--- config.mk ---
export PLATFORM = sky130hd
export DESIGN_NAME = conv_mac_serial
export DESIGN_NICKNAME = d
export VERILOG_FILES = /design/src/rtl/conv_mac_serial.sv
export SDC_FILE = /design/constraint.sdc
export NUM_CORES = 1
export LEC_CHECK = 0
export BUFFER_PORTS_ARGS = -buffer_cell sky130_fd_sc_hd__buf_2
export CAP_MARGIN = 25
export CELL_PAD_IN_SITES_DETAIL_PLACEMENT = 2
export CELL_PAD_IN_SITES_GLOBAL_PLACEMENT = 2
export CORE_MARGIN = 2
export CORE_UTILIZATION = 41
export CTS_CLUSTER_DIAMETER = 40
export DETAILED_ROUTE_END_ITERATION = 16
export PLACE_DENSITY_LB_ADDON = 0.12
export SYNTH_ARGS = -nofsm -noshare
export SYNTH_HDL_FRONTEND = slang
export SYNTH_SLANG_ARGS = --single-unit
--- constraint.sdc ---
create_clock -name clk -period 24.8 [get_ports clk]
set_clock_uncertainty 0.05 [all_clocks]
set_input_delay 2.48 -clock clk [delete_from_list [all_inputs] [get_ports clk]]
set_output_delay 2.48 -clock clk [all_outputs]
set_load 0.01 [all_outputs]
--- src/rtl/conv_mac_serial.sv ---
// Serial dot-product MAC: captures a TAPS-wide X/F window, accumulates one
// tap per cycle into a widened accumulator, saturates and offers the result.
// Ports:
//   clk, reset_n          : clock, async active-low reset
//   x_taps, f_taps        : window samples / coefficients (index 0 = oldest)
//   start, in_ready       : window request / block is idle
//   x_consume             : one-cycle pulse after a window is accepted
//   y_out, out_valid      : saturated result and its valid flag
//   out_ready             : downstream accepts y_out
module conv_mac_serial #(
   parameter int WIDTH   = 16,
   parameter int TAPS    = 8,
   parameter int LOGTAPS = 3
) (
   input  logic                         clk,
   input  logic                         reset_n,
   input  logic [TAPS-1:0][WIDTH-1:0]   x_taps,
   input  logic [TAPS-1:0][WIDTH-1:0]   f_taps,
   input  logic                         start,
   output logic                         in_ready,
   output logic                         x_consume,
   output logic signed [WIDTH-1:0]      y_out,
   output logic                         out_valid,
   input  logic                         out_ready
);

   localparam int PW = 2 * WIDTH;
   localparam int AW = 2 * WIDTH + LOGTAPS;

   localparam logic signed [AW-1:0] SAT_MAX =
      {{(AW-WIDTH+1){1'b0}}, {(WIDTH-1){1'b1}}};
   localparam logic signed [AW-1:0] SAT_MIN =
      {{(AW-WIDTH+1){1'b1}}, {(WIDTH-1){1'b0}}};

   typedef enum logic [1:0] {
      S_IDLE,
      S_MAC,
      S_DONE
   } state_t;

   state_t state_q, state_d;

   logic [TAPS-1:0][WIDTH-1:0] xcap_q;
   logic [TAPS-1:0][WIDTH-1:0] fcap_q;
   logic [LOGTAPS-1:0]         k_q;
   logic signed [AW-1:0]       acc_q;
   logic signed [AW-1:0]       acc_d;
   logic signed [WIDTH-1:0]    y_q;
   logic signed [WIDTH-1:0]    y_sat;
   logic                       xcons_q;

   logic signed [WIDTH-1:0]    xk;
   logic signed [WIDTH-1:0]    fk;
   logic signed [PW-1:0]       prod;
   logic                       accept;
   logic                       last;

   assign accept = (state_q == S_IDLE) && start;
   assign last   = (k_q == LOGTAPS'(TAPS - 1));

   // Datapath: one signed product per cycle, sign-extended into the
   // accumulator; saturation is applied to the value being written.
   always_comb begin
      xk    = xcap_q[k_q];
      fk    = fcap_q[k_q];
      prod  = xk * fk;
      acc_d = acc_q + {{LOGTAPS{prod[PW-1]}}, prod};
      if (acc_d > SAT_MAX) begin
         y_sat = SAT_MAX[WIDTH-1:0];
      end else if (acc_d < SAT_MIN) begin
         y_sat = SAT_MIN[WIDTH-1:0];
      end else begin
         y_sat = acc_d[WIDTH-1:0];
      end
   end

   always_comb begin
      state_d   = state_q;
      in_ready  = 1'b0;
      out_valid = 1'b0;
      unique case (state_q)
         S_IDLE: begin
            in_ready = 1'b1;
            if (start) begin
               state_d = S_MAC;
            end
         end
         S_MAC: begin
            if (last) begin
               state_d = S_DONE;
            end
         end
         S_DONE: begin
            out_valid = 1'b1;
            if (out_ready) begin
               state_d = S_IDLE;
            end
         end
         default: begin
            state_d = S_IDLE;
         end
      endcase
   end

   always_ff @(posedge clk or negedge reset_n) begin
      if (!reset_n) begin
         state_q <= S_IDLE;
         xcap_q  <= '0;
         fcap_q  <= '0;
         k_q     <= '0;
         acc_q   <= '0;
         y_q     <= '0;
         xcons_q <= 1'b0;
      end else begin
         state_q <= state_d;
         xcons_q <= accept;
         if (accept) begin
            xcap_q <= x_taps;
            fcap_q <= f_taps;
            k_q    <= '0;
            acc_q  <= '0;
         end else if (state_q == S_MAC) begin
            acc_q <= acc_d;
            k_q   <= k_q + 1'b1;
            if (last) begin
               y_q <= y_sat;
            end
         end
      end
   end

   assign x_consume = xcons_q;
   assign y_out     = y_q;

endmodule

==> After elaboration in Yosys (flattened, before gate mapping) <==
Cells that the tools add are included.
{ "op_classes": {"addsub": 2, "mul": 1, "n_lt_le_gt_ge": 3, "n_eq_ne": 6, "mux": 16, "bitwise": 1, "n_reduce_logical": 5} }
{ "ops": {"columns": ["cell", "count"], "rows": [
  ["16-bit binary-select mux with 3-bit select", 2],
  ["35-bit two-way mux", 2],
  ["16-bit two-way mux", 4],
  ["35-bit adder", 1],
  ["35-bit by 16-bit greater-than comparator with 1-bit output, second input constant", 1],
  ["35-bit by 16-bit < comparator with 1-bit output, second input constant", 1],
  ["16-bit by 16-bit multiplier with 32-bit output", 1],
  ["2-bit two-way mux", 3],
  ["3-bit two-way mux", 2],
  ["2-bit != test, second input constant", 3],
  ["2-bit one-hot mux with 3 select lines", 1],
  ["3-bit AND reduction", 2],
  ["3-bit by 4-bit < comparator with 1-bit output, second input constant", 1],
  ["3-bit by 1-bit adder with 3-bit output, second input constant", 1],
  ["3-bit == test, second input constant", 1],
  ["2-bit by 1-bit == test with 1-bit output, second input constant", 1],
  ["2-bit == test, second input constant", 1],
  ["2-bit logical NOT", 1],
  ["1-bit two-way mux", 2],
  ["2-bit nonzero test", 1],
  ["1-bit logical AND", 1],
  ["1-bit NOT", 1]
]} }
{ "word_totals": {"ff_bits": 313, "in_bits": 260, "output_inout_bits": 19, "wordCells": 55} }

==> Depth between registers and ports, before layout <==
{ "logic_depth": {"word_depth": 7, "ltp_mapped": 43, "ltp_nobuf": 37} }

==> Worst setup path before layout <==
OpenSTA, ideal clock, no wires.
{ "synth_path": {"kind": "register to register", "from": "reg k_q[0]", "to": "reg y_q[10] (netlist: y_out[10])", "setup_ns": 0.094, "arrival_ns": 10.270, "required_time_ns": 24.656, "setup_slack_ns": 14.386, "stages_incl_launch_ff": 39, "path_buffers": 5, "synth_period_minus_slack_ns": 10.414, "cell_sequence": "dfrtp_1 buf_1 buf_1 mux4_2 mux2i_1 clkbuf_1 nor2_1 fa_1 inv_1 fa_1 fa_1 fa_1 inv_1 fa_1 inv_1 fa_1 inv_1 ha_1 [... 3 more ...] a31oi_1 nand2b_1 o21bai_1 a21o_1 a21oi_1 xnor2_1 ha_1 buf_2 a21oi_1 nand2_1 a311oi_1 a21boi_1 xor2_1 or4_1 nor3_1 nand4_1 buf_4 a221oi_2"} }
{ "synth_between": {"elab_chain_len": 7, "elab_cells_between_ends": 12, "classes_between": "add/sub: 1; mul: 1; order compare: 2; eq/ne: 1; mux: 6; reduce/logical: 1"} }
{ "synth_lines": {"columns": ["item", "line_no", "rtl"], "rows": [
  ["from (decl)", "45", "logic [LOGTAPS-1:0] k_q;"],
  ["from (signal assigned)", "124", "k_q <= k_q + 1'b1;"],
  ["16-bit binary-select mux with 3-bit select (on tied branches)", "64, 65", null],
  ["16-bit two-way mux (on tied branches)", "64, 65", null],
  ["16-bit by 16-bit multiplier with 32-bit output", "66", "prod = xk * fk;"],
  ["35-bit adder", "67", "acc_d = acc_q + {{LOGTAPS{prod[PW-1]}}, prod};"],
  ["35-bit by 16-bit < comparator with 1-bit output", "70", "end else if (acc_d < SAT_MIN) begin"],
  ["16-bit two-way mux", "70", null],
  ["16-bit two-way mux", "68", "if (acc_d > SAT_MAX) begin"],
  ["to (signal assigned)", "126", "y_q <= y_sat;"],
  ["to (decl)", "48", "logic signed [WIDTH-1:0] y_q;"]
]} }
Parallel ways exist; a longest one is shown, timed or not. The select of a mux whose other input is x is not followed.
A chain may end at the register's enable or synchronous reset.

==> Worst setup path after layout <==
{ "layout_path": {"from": "reg k_q[0]", "to": "reg y_q[3] (netlist: y_out[3])"} }
Same word-level chain as after synthesis.

==> flow_summary_export.csv <==
group,metric,value,unit
status,status,"complete, no violations",
global_routing,grt_overflow,0,
setup_path,reg2reg_slack,12100,ps
synthesis,synth_cell_types,74,
die,dieArea,65200,µm²
global_routing,grt_first_pass_wirelength,156000,µm
die,die_h,255,µm
sta,tns,0,ps
synthesis,synthesis.area,25900,µm²
setup_path,crit_type,"reg -> reg",
clock_tree,post_cts_buffers,0,
synthesis,syn-num-nets,3528,
synthesis,seq_area_frac_synth,30.3,%
die,initial_core_util,41.3,%
sta,report.final.slew_viol_count,0,
setup_path,crit_path_max_incr_delay,840,ps
sta,finalSetupViolCount,0,
route,drt_wl_total,101000,µm
synthesis,synth_cells,2883,
clock_tree,clk_latency,660,ps
synthesis,yosysWarnings,0,
global_routing,antenna_found_initial,14,
sta,final.min_clock_period,12700,ps
clock_tree,htreeDepth,2,
min_path,hold_class,"reg -> reg",
sta,worst_pin_slew,1160,ps
sta,fin_crit_sh,51.2,%
route,routedWlPerCell,25.1,µm
sta,rsz0062_at_grt,"no",
synthesis,yosys.area.top_type,"dfrtp_1",
min_path,whs_path_depth,2,
synthesis,synth.area.top_cells,"dfrtp_1 30%, fa_1 20%, nand2_1 14%",
setup_path,cp_common_cell,"fa_1",
setup_path,reg2regPathDepth,34,
clock_tree,cts-root-buf,"clkbuf_16",
route,ant_nets,0,
setup_path,cp-startpoint,"k_q[0]$_DFFE_PN0P_",
setup_path,reg2reg_to,"y_out[3]$_DFFE_PN0P_",
placed_design,io_buffers,278,
die,coreArea,62700,µm²
synthesis,syn_avg_cell_area,8.98,µm²
synthesis,synthArstFlopShare,100,%
setup_path,reg2reg_from,"k_q[0]$_DFFE_PN0P_",
route,avgViaCountPerCell,5.48,
route,drt_iter0_drc,1261,
global_routing,grt_max_degree,233,
die,die_x,255,µm
route,drc,0,
global_routing,grt_pass1_vias,26000,
placed_design,dp_hpwl,73900,µm
setup_path,critPathMaxFanout,39,
clock_tree,numCtsBuffers,60,
synthesis,synth_common_cells,"947 x nand2_1, 338 x inv_1, 313 x dfrtp_1, 263 x fa_1, 173 x nor2_1",
clock_tree,clockBufferDepth,3,
clock_tree,cts_resized,0,
clock_tree,cts_sinks,313,
placed_design,pre_cts_slack,11710,ps
setup_path,cp-start-kind,"flip-flop",
layout,finalInstanceArea,30300,µm²
setup_path,slowest_stage,"and4b_1",
setup_path,crit_path_end_kind,"flip-flop",
sta,fmaxAchievable,78.7,MHz
global_routing,grt_util_all_layers,31.8,%
route,vias,22100,
synthesis,ys_seq_elements,313,
die,io_pins,279,
sta,fin_ws,12100,ps
clock_tree,cts.clk_slew.worst_paths,60,ps
min_path,min_to,"fcap_q[101]$_DFFE_PN0P_",
synthesis,synth_edf_count,0,
sta,relSlewSlack,22.9,%
setup_path,cp.arrival,13080,ps
clock_tree,cts_tree,"yes",
run,drv_cap,0,
clock_tree,cts_hold_buffers,0,
layout,drive_above_1_share,17.0,%
placed_design,place_area,28100,µm²
layout,final_net_count,3770,
synthesis,synth_top_area_share,30.3,%
setup_path,crit_required,25180,ps
placed_design,place_congestion,0.862,
synthesis,synth_flop_cell,"dfrtp_1",
synthesis,yosysMostFrequentCell,"nand2_1",
layout,areaGrowthSynthToFinish,17.1,%
min_path,hold_start,"fcap_q[101]$_DFFE_PN0P_",
sta,hold_violations,0,
route,dr.pass1.iters,5,
die,num_rows,92,
[worst max-delay path by stage]
stage,to
detailed placement,y_out[4]$_DFFE_PN0P_
global placement,y_out[6]$_DFFE_PN0P_
global route,y_out[3]$_DFFE_PN0P_
floorplan,y_out[10]$_DFFE_PN0P_
CTS,y_out[4]$_DFFE_PN0P_
finish,y_out[3]$_DFFE_PN0P_
[sequential cells by signal, indices dropped and copies added, names as in the netlist]
signal     cells
state_q        2
y_out         16
k_q            3
fcap_q       128
x_consume      1
xcap_q       128
acc_q         35
[metal layers]
metal | wire length, µm | share of wire [%] | vias to the layer above | global-route usage (%)
met2 | 52300 | 52 | 605 | 56.3
met1 | 40700 | 40 | 11600 | 39.3
li1 | - | - | 9654 | -
met5 | 119 | 0.12 | - | 0
met3 | 4470 | 4.4 | 219 | 4.88
met4 | 3650 | 3.6 | 18 | 11.6
[logic make-up (layout without fill, tap and decap cells)]
kind of cell	Yosys count	count (layout)	share of synthesized area, %
xor+xnor	64	64	2.26
fa+ha+maj	385	385	26.2
mux	113	113	7.57
simple gates	1275	1275	19.8
buf+inv	468	762	6.92
compound gates	265	265	6.98
other cells	0	5	0
flops	313	313	30.3
[cell type report]
cell class                      count  area (µm²)
Multi-Input combinational cell   2102       16300
Inverter                          339        1280
Clock inverter                     47         599
Fill cell                        6701       32400
Clock buffer                       67        1570
Tap cell                          846        1060
Sequential cell                   313        7840
Timing Repair Buffer              309        1670
Antenna cell                        5        12.5
[worst max-delay path: cells and delay by family, from the launching register on]
family | cells | cell delay, ps
muxes | 2 | 1420
buffers and inverters | 5 | 1050
DFF | 1 | 830
adders and majority gates | 8 | 3850
and+or+nand+nor | 6 | 1680
AOI/OAI and AO/OA | 12 | 3200
xor gates and xnor gates | 1 | 290
[layout by cell type (no fill, tap or decap), types with 35 or more instances in the layout]
cell type / count
dfrtp_1: 310
ha_1: 122
fa_1: 263
nand3_1: 47
buf_2: 277
a21oi_1: 77
o21ai_0: 61
nor2_1: 173
nand2_1: 946
inv_1: 338
mux4_2: 64
xnor2_1: 35
clkbuf_16: 60
[through the flow]
| step | hold WS (ps) | cells | utilization (%) |
|---|---|---|---|
| after global placement | 403 | 3904 | 44.7 |
| final | 425 | 4028 | 48.3 |
| after CTS | 429 | 4020 | 48.2 |
| after floorplan | 390 | 2883 | - |
| after global routing | 449 | 4027 | 48.3 |
| after detailed placement | 412 | 3906 | 44.8 |
Power is not shown: default switching activity piles up to over one toggle a cycle in this logic, so the estimate is an artifact.
